[src/rtl/pipe_pkg.sv]
// Shared types and constants for the pipeline skid stage.
package pipe_pkg;

    // Holding state of the stage: nothing, head only, or head plus skid.
    typedef enum logic [1:0] {
        ST_EMPTY = 2'd0,
        ST_FULL  = 2'd1,
        ST_SKID  = 2'd2
    } pipe_state_t;

    localparam logic [1:0] OCC_EMPTY = 2'd0;
    localparam logic [1:0] OCC_ONE   = 2'd1;
    localparam logic [1:0] OCC_TWO   = 2'd2;

endpackage

[src/rtl/sat_counter.sv]
// Saturating up-counter with synchronous clear; holds at all-ones.
module sat_counter #(
    parameter int W = 16
) (
    input  logic         clk_i,
    input  logic         rst_i,
    input  logic         inc_i,
    output logic [W-1:0] cnt_o
);

    logic [W-1:0] cnt_q;
    logic [W-1:0] cnt_d;

    // Increment unless already at the maximum value.
    always_comb begin
        cnt_d = cnt_q;
        if (inc_i && (cnt_q != {W{1'b1}})) begin
            cnt_d = cnt_q + 1'b1;
        end
    end

    // Count register; only reset clears it.
    always_ff @(posedge clk_i) begin
        if (rst_i) begin
            cnt_q <= '0;
        end else begin
            cnt_q <= cnt_d;
        end
    end

    assign cnt_o = cnt_q;

endmodule

[src/rtl/pipe_skid_stage.sv]
// Parametrised valid/ready pipeline stage with optional 2-entry skid buffer,
// flush, global stall, zeroed bubble control and a backpressure counter.
module pipe_skid_stage
    import pipe_pkg::*;
#(
    parameter int DATA_W  = 32,
    parameter int CTRL_W  = 4,
    parameter int CNT_W   = 16,
    parameter int SKID_EN = 1
) (
    input  logic              clk_i,
    input  logic              rst_i,
    input  logic              flush_i,
    input  logic              stall_i,
    input  logic              valid_i,
    output logic              ready_o,
    input  logic [CTRL_W-1:0] ctrl_i,
    input  logic [DATA_W-1:0] data_i,
    output logic              valid_o,
    input  logic              ready_i,
    output logic [CTRL_W-1:0] ctrl_o,
    output logic [DATA_W-1:0] data_o,
    output logic [1:0]        occupancy_o,
    output logic [CNT_W-1:0]  stall_cnt_o
);

    localparam int ENT_W = CTRL_W + DATA_W;

    pipe_state_t state_q, state_d;
    logic [ENT_W-1:0] head_q, head_d;
    logic [ENT_W-1:0] skid_q, skid_d;
    logic [1:0]       occ_q, occ_d;

    logic             head_valid;
    logic             accept;
    logic             pop;
    logic [ENT_W-1:0] in_entry;

    assign in_entry   = {ctrl_i, data_i};
    assign head_valid = (state_q != ST_EMPTY);

    // Stall hides the head from downstream; control reads zero on a bubble.
    assign valid_o = head_valid & ~stall_i;
    assign ctrl_o  = valid_o ? head_q[ENT_W-1:DATA_W] : '0;
    assign data_o  = head_q[DATA_W-1:0];

    generate
        if (SKID_EN != 0) begin : g_skid_ready
            // Ready depends on registered state only, breaking the ready_i path.
            assign ready_o = (state_q != ST_SKID) & ~stall_i;
        end else begin : g_pass_ready
            // Single register: can take a new entry if empty or the head leaves now.
            assign ready_o = (~head_valid | ready_i) & ~stall_i;
        end
    endgenerate

    assign accept = valid_i & ready_o;
    assign pop    = valid_o & ready_i;

    // Next-state, head/skid mux and occupancy; flush overrides the handshake.
    always_comb begin
        state_d = state_q;
        head_d  = head_q;
        skid_d  = skid_q;
        if (flush_i) begin
            state_d = ST_EMPTY;
        end else begin
            case (state_q)
                ST_EMPTY: begin
                    if (accept) begin
                        state_d = ST_FULL;
                        head_d  = in_entry;
                    end
                end
                ST_FULL: begin
                    if (accept && pop) begin
                        head_d = in_entry;
                    end else if (accept && (SKID_EN != 0)) begin
                        state_d = ST_SKID;
                        skid_d  = in_entry;
                    end else if (pop) begin
                        state_d = ST_EMPTY;
                    end
                end
                ST_SKID: begin
                    if (pop) begin
                        state_d = ST_FULL;
                        head_d  = skid_q;
                    end
                end
                default: state_d = ST_EMPTY;
            endcase
        end
        case (state_d)
            ST_FULL: occ_d = OCC_ONE;
            ST_SKID: occ_d = OCC_TWO;
            default: occ_d = OCC_EMPTY;
        endcase
    end

    // State and entry registers; payload registers survive flush untouched.
    always_ff @(posedge clk_i) begin
        if (rst_i) begin
            state_q <= ST_EMPTY;
            head_q  <= '0;
            skid_q  <= '0;
            occ_q   <= OCC_EMPTY;
        end else begin
            state_q <= state_d;
            head_q  <= head_d;
            skid_q  <= skid_d;
            occ_q   <= occ_d;
        end
    end

    assign occupancy_o = occ_q;

    // Counts cycles where a held entry is not taken, including stalled cycles.
    sat_counter #(
        .W(CNT_W)
    ) u_stall_cnt (
        .clk_i (clk_i),
        .rst_i (rst_i),
        .inc_i (head_valid & ~pop),
        .cnt_o (stall_cnt_o)
    );

endmodule

[config.mk]
export PLATFORM = sky130hd
export DESIGN_NAME = pipe_skid_stage
export DESIGN_NICKNAME = d
export VERILOG_FILES = /design/src/rtl/pipe_pkg.sv /design/src/rtl/sat_counter.sv /design/src/rtl/pipe_skid_stage.sv
export SDC_FILE = /design/constraint.sdc
export NUM_CORES = 1
export LEC_CHECK = 0
export BUFFER_PORTS_ARGS = -buffer_cell sky130_fd_sc_hd__buf_4
export CORE_UTILIZATION = 47
export CTS_CLUSTER_DIAMETER = 60
export DETAILED_ROUTE_END_ITERATION = 8
export PLACE_DENSITY = 0.79
export SETUP_SLACK_MARGIN = 0.4
export SYNTH_ARGS = -nofsm -noshare
export SYNTH_HDL_FRONTEND = slang
export SYNTH_SLANG_ARGS = --single-unit
[constraint.sdc]
create_clock -name clk_i -period 3.6 [get_ports clk_i]
set_input_delay 0.54 -clock clk_i [delete_from_list [all_inputs] [get_ports clk_i]]
set_output_delay 0.54 -clock clk_i [all_outputs]
set_load 0.05 [all_outputs]
==> impl_metrics.tcl, run 1 <==
set metrics [dict create \
    drtIter0Drc 144 \
    relSlewSlack_pct 32.3 \
    die_h_um 96.8 \
    powerDensity_mw_per_mm2 411 \
    core_area_mm2 0.00872 \
    vias_per_cell 5.42 \
    netlist.area_leader.share_pct 43.6 \
    rows 34 \
    maxSlewViolCount 0 \
    h-tree-depth 3 \
    synth_area_leaders "dfxtp_1, a21oi_1, mux2i_1, a211oi_1, nand2_1" \
    p_leak_nw 2.11 \
    cp_slowest_cell "o2bb2ai_4" \
    outcome "finished, final reports clean" \
    fmax_ghz 0.391 \
    post-route-period-util_pct 71.0 \
    ctsResizeCount 0 \
    cp_data_arrival_time_ps 2740 \
    synthCells 486 \
    setup_viol 0 \
    cts_inserted_buffers 9 \
    tns_ps 0 \
    post_drt_wl_per_cell_um 14.7 \
    crit_type "flop to flop" \
    avgSynthCellArea_um2 8.69 \
    cp.required_ps 3790 \
    worstSkewPairLatency_ps 350 \
    globalRouteTotalUtil_pct 20.2 \
    min_path_type "primary input to flop" \
    area_growth_pct 16.7 \
    yosys_warnings 0 \
    cp-start-kind "flop" \
    ys.flop_type "dfxtp_1" \
    dp_hpwl_um 6370 \
    grt_pass1_vias 3101 \
    vias 3481 \
    instances_no_fill 642 \
    fin_worst_skew_ps 8.35 \
    drive_gt1_share_pct 24.3 \
    clockBufferDepth 2 \
    post-cts-setup-buffers 0 \
    worstPathMaxFanout 37 \
    maxCapViolations 0 \
    rsz0062_at_grt "no" \
    yosysMostFrequentCell "dfxtp_1" \
    boundaryPins 98 \
    worst_setup_path_end_kind "flop" \
    antenna_found_initial 0 \
    hold_viol 0 \
    cts.clk_slew.worst_paths_ps 90 \
    grt_max_degree 105 \
    postCtsHoldBufs 0 \
    grt_pass1_wl_um 15500 \
    synthArstFlopShare_pct 0 \
    cts_tree "built" \
    yosysTopAreaCell "dfxtp_1" \
    ys_types 36 \
    drt.antenna.violating_nets 0 \
    min_period_ps 2560 \
    initial_core_util_pct 48.4 \
    worstPathCellList "mux2i_1 -> o2bb2ai_4 -> and2_1 -> buf_4 -> a211oi_1" \
    cpPeakStageDelay_ps 700 \
    cts.sinks 92 \
    port_buffers 97 \
    drc_errors 0 \
    root_buffer "clkbuf_8" \
    peakVddDrop_uv 229 \
    fp.dieW_um 96.8 \
    synth_area_mm2 0.00422 \
    setup_ws_ps 1040 \
    layout.nets 572 \
    globalRouteOverflowTotal 0 \
    dieArea_mm2 0.00937 \
    firstDrtPassIters 5 \
    synth_nets 529 \
    diodes 0 \
    ys_ff_latch 92 \
    dp_slack_ps 823 \
    routabilityCongestion 0.761 \
    seq_area_frac_synth_pct 43.6 \
    dpl.cell_count 626 \
    synthTopCellsByCount "dfxtp_1, a21oi_1, nand2_1, a211oi_1, mux2i_1" \
    synth-edff-count 0 \
    worst_pin_slew_ps 1020 \
    drt-total-wl_um 9460 \
]
## logic make-up (layout without fill, tap and decap cells)
logic type / after synthesis / after routing / share of synthesized area [%]
xor gates and xnor gates: 1 / 1 / 0.207
buffers and inverters: 72 / 120 / 9.83
and+or+nand+nor: 142 / 142 / 16.1
muxes: 47 / 47 / 11.4
DFF: 92 / 92 / 43.6
adders and majority gates: 1 / 1 / 0.296
AOI/OAI and AO/OA: 131 / 131 / 18.6
## flip-flops by register name (all words and copies together), names as in the netlist
signal             flops
u_stall_cnt.cnt_o     16
state_q                2
occupancy_o            2
skid_q                36
head_q                36
## metal layers
metal	vias to the layer above	track usage, %	wire, um
met4	0	6.54	109
met1	1618	28.1	4530
met3	10	3.18	355
li1	1771	-	-
met2	82	32.0	4470
met5	-	0	0
## worst max-delay path, delay by kind of cell (launching register included)
kind | cells | cell delay, ps
AO/OA/AOI/OAI | 2 | 810
AND/OR/NAND/NOR | 1 | 600
flip-flops | 1 | 440
buffers and inverters | 1 | 350
multiplexers | 1 | 160
## worst paths after layout
| check | startpoint | end | slack, ps | depth (start not counted) |
|---|---|---|---|---|
| worst max register to register | state_q[1] | head_q[21] | 1040 | 5 |
| worst min register to register | skid_q[15] | skid_q[15] | 460 | 2 |
| worst min-delay path | flush_i | occupancy_o[0] | 410 | 2 |
| worst max-delay path | state_q[1] | head_q[21] | 1040 | 5 |
## power by group
| group | switching (W) | leakage, nW | internal [W] |
|---|---|---|---|
| sequential | 0.0000177 | 0.746 | 0.00104 |
| combinational | 0.000180 | 1.27 | 0.0000975 |
| clock | 0.000363 | 0.0927 | 0.000322 |
## placed cells by master, fill, tap and decap left out, types with 2 or more instances in the layout
cell,Yosys,layout
a211oi_1,42,42
a21oi_1,81,81
and2_1,4,4
and3_1,6,6
and4_1,4,4
buf_4,33,102
clkbuf_8,0,9
clkinv_2,0,2
clkinvlp_4,0,2
dfxtp_1,92,92
inv_1,2,2
mux2_2,9,9
mux2i_1,38,38
nand2_1,76,76
nand2b_1,6,5
nand3_1,7,7
nor2_1,13,12
nor2b_1,9,9
nor3_1,5,5
o21ai_0,2,2
or4_1,4,4
## cell type report
type	count	area [um^2]
clock buffer	10	128
clock inverter	6	63.8
fill	775	3790
inverter	2	7.51
multi-input combinational	322	1990
sequential	92	1840
tap	108	135
timing repair buffer	102	766
## through the flow
stage | total power (W) | cell area [um^2] | hold slack [ps] | util (%)
floorplan | 0.00129 | 4220 | 436 | -
global placement | 0.00136 | 4740 | 441 | 54.3
detailed placement | 0.00136 | 4740 | 446 | 54.3
CTS | 0.00203 | 4930 | 397 | 56.5
global route | 0.00210 | 4930 | 400 | 56.5
finish | 0.00202 | 4930 | 406 | 56.5
Power figures use the tool's default switching activity.
==> run 2: changes to the inputs <==
- ABC_AREA: default -> 1
- PLACE_DENSITY: 0.79 -> 0.81
- clock period: 3.6 -> 2.1 ns (I/O delays scaled with it)
==> impl_metrics.tcl, run 2 <==
set metrics [dict create \
    maxCapViolations 0 \
    cts_tree "built" \
    use_met3_pct 6.17 \
    grtUsageMet1_pct 26.9 \
    synth_nets 757 \
    powerDensity_mw_per_mm2 661 \
    port_buffers 97 \
    worst_setup_path_end_kind "output port" \
    r2r-start "state_q[0]" \
    drtIter0Drc 158 \
    min_from "data_i[12]" \
    final_common_cell "nand2_1" \
    crit_type "flop to output port" \
    outcome "finished, final reports clean" \
    h-tree-depth 3 \
    core_area_mm2 0.00937 \
    fmax_ghz 0.556 \
    grt_pass1_wl_um 18300 \
    globalRouteOverflowTotal 0 \
    antenna_found_initial 0 \
    hold_depth 3 \
    dieArea_mm2 0.0102 \
    final_area_mm2 0.00556 \
    root_buffer "clkbuf_8" \
    cpPeakStageDelay_ps 390 \
    firstDrtPassIters 5 \
    netlist.area_leader.share_pct 39.9 \
    ys_types 26 \
    die_h_um 101 \
    worstPathCellList "nor2_4 -> nor2_4 -> clkinvlp_4 -> nor2_4 -> buf_6" \
    final_util_pct 59.3 \
    gr-max-usage-layer "met2" \
    cp.required_ps 1780 \
    p_leak_nw 2.78 \
    ys.flop_type "dfxtp_1" \
    fillerInstances 867 \
    fin_worst_skew_ps 9.75 \
    maxSlewViolCount 0 \
    r2r-end "head_q[29]" \
    drc_errors 0 \
    globalRouteTotalUtil_pct 22.4 \
    post-route-period-util_pct 85.7 \
    synthXorXnorAreaFrac_pct 1.14 \
    ys_ff_latch 92 \
    cts.sinks 92 \
    diodes 0 \
    cp-start-kind "flop" \
    dp_slack_ps 347 \
    use_met2_pct 38.6 \
    grt_pass1_vias 4110 \
    place_area_mm2 0.00513 \
    cp_slowest_cell "dfxtp_4" \
    worstPathMaxFanout 4 \
    relSlewSlack_pct 55.3 \
    vias_per_cell 4.79 \
    synthMuxAreaShare_pct 0 \
    cp.depth 5 \
    synthSimpleGateAreaFrac_pct 36.5 \
    fp.dieW_um 101 \
    yosysTopAreaCell "dfxtp_1" \
    synth_compound_area_share_pct 6.78 \
    synth_top_family_by_area "simple AND/OR/NAND/NOR gates" \
    layout.nets 816 \
    avgSynthCellArea_um2 6.46 \
    worstSkewPairLatency_ps 370 \
    path_buf_inv 2 \
    rsz0062_at_grt "yes" \
    reg2reg_slack_ps 500 \
    worst_pin_slew_ps 669 \
    synthArstFlopShare_pct 0 \
    dp_hpwl_um 6950 \
    final_cell_mix "nand2_1, nor2_1, buf_4" \
    peakVddDrop_uv 376 \
    clockBufferDepth 2 \
    worst_hold_path.endpoint "skid_q[12]" \
    synthCells 714 \
    drt-total-wl_um 11100 \
    rows 35 \
    min_period_ps 1800 \
    cp_data_arrival_time_ps 1480 \
    drt.antenna.violating_nets 0 \
    area_growth_pct 20.4 \
    synth_area_mm2 0.00462 \
    vias 4340 \
    r2r_cells 10 \
    synth_area_leaders "dfxtp_1, nand2_1, nor2_1, buf_4, o21ai_0" \
    grt_max_degree 49 \
    cpMostUsedCell "nor2_4" \
    min_path_type "primary input to flop" \
    yosysMostFrequentCell "nand2_1" \
    initial_core_util_pct 49.3 \
    setup_viol 0 \
    synth-edff-count 0 \
    synthTopCellsByCount "nand2_1, nor2_1, dfxtp_1, inv_1, o21ai_0" \
    hold_viol 0 \
    boundaryPins 98 \
    drive_gt1_share_pct 21.1 \
    setup_ws_ps 301 \
    post_drt_wl_per_cell_um 12.2 \
    postCtsHoldBufs 0 \
    seq_area_frac_synth_pct 39.9 \
    cts_inserted_buffers 9 \
    tns_ps 0 \
    crit_family "flip-flops" \
    synth-adder-area-share_pct 0.271 \
    cts.clk_slew.worst_paths_ps 90 \
    routabilityCongestion 0.880 \
    yosys_warnings 0 \
]
[run 2: changes by cell type in the layout (fill, tap and decap cells not counted), moves of 10 or more]
| cell | before | now |
|---|---|---|
| a21oi_1 | 81 | 15 |
| dfxtp_1 | 92 | 78 |
| nor2_1 | 12 | 166 |
| o21ai_0 | 2 | 41 |
| mux2i_1 | 38 | 0 |
| nor2_4 | 1 | 11 |
| a211oi_1 | 42 | 2 |
| inv_1 | 2 | 52 |
| dfxtp_2 | 0 | 10 |
| nand2_1 | 76 | 238 |
[run 2: area by class of cell]
cell class	instances	area, um^2	area share, %
multi-input combinational	498	2120	38.1
sequential	92	1870	33.6
timing repair buffer	114	953	17.2
inverter	58	226	4.08
tap	129	161	2.90
clock buffer	11	141	2.54
clock inverter	5	85.1	1.53
[run 2: power breakdown]
| group | internal (W) | total, W | switching, W | leakage, nW |
|---|---|---|---|---|
| Combinational | 0.000183 | 0.000512 | 0.000328 | 1.92 |
| Clock | 0.000708 | 0.00135 | 0.000638 | 0.110 |
| Sequential | 0.00179 | 0.00182 | 0.0000265 | 0.754 |
[run 2: worst min-delay path, stage by stage]
cell and delay [ps]:
buf_4 80, nor2_1 30, nor2_1 80
[run 2: what timing repair did]
action / in CTS / in global routing
pin swaps: 2 / 4
buffers inserted: 6 / 4
gates cloned: 1 / 1
endpoints found under the setup margin: 42 / 88
gates resized for setup: 14 / 6
[run 2: how the worst max path moves through the flow]
stage                 endpoint  slack, ps       start
detailed placement  skid_q[21]        350  state_q[1]
finish               ctrl_o[0]        300  state_q[1]
global placement    skid_q[19]        460  state_q[1]
global route         ctrl_o[3]        230  state_q[1]
floorplan           head_q[18]        410  state_q[1]
CTS                  ctrl_o[0]        280  state_q[1]
[run 2: logic make-up after synthesis]
kind of cell / after synthesis
adder cells (fa/ha/maj): 1
buffers and inverters: 124
flip-flops: 92
XOR/XNOR: 6
AO/OA/AOI/OAI: 60
AND/OR/NAND/NOR: 431
[run 2: routing by layer]
layer,up-vias,part of all wire [%]
li1,2237,-
met1,1969,43
met2,117,48
met3,17,6.9
met4,0,1.5
met5,-,0
[run 2: metrics by stage]
| step | std cells | total power [W] | hold WS [ps] |
|---|---|---|---|
| floorplan | 714 | 0.00223 | 450 |
| finish | 907 | 0.00367 | 183 |
| global route | 907 | 0.00382 | 171 |
| CTS | 902 | 0.00369 | 171 |
| detailed placement | 879 | 0.00234 | 487 |
| global placement | 879 | 0.00233 | 477 |
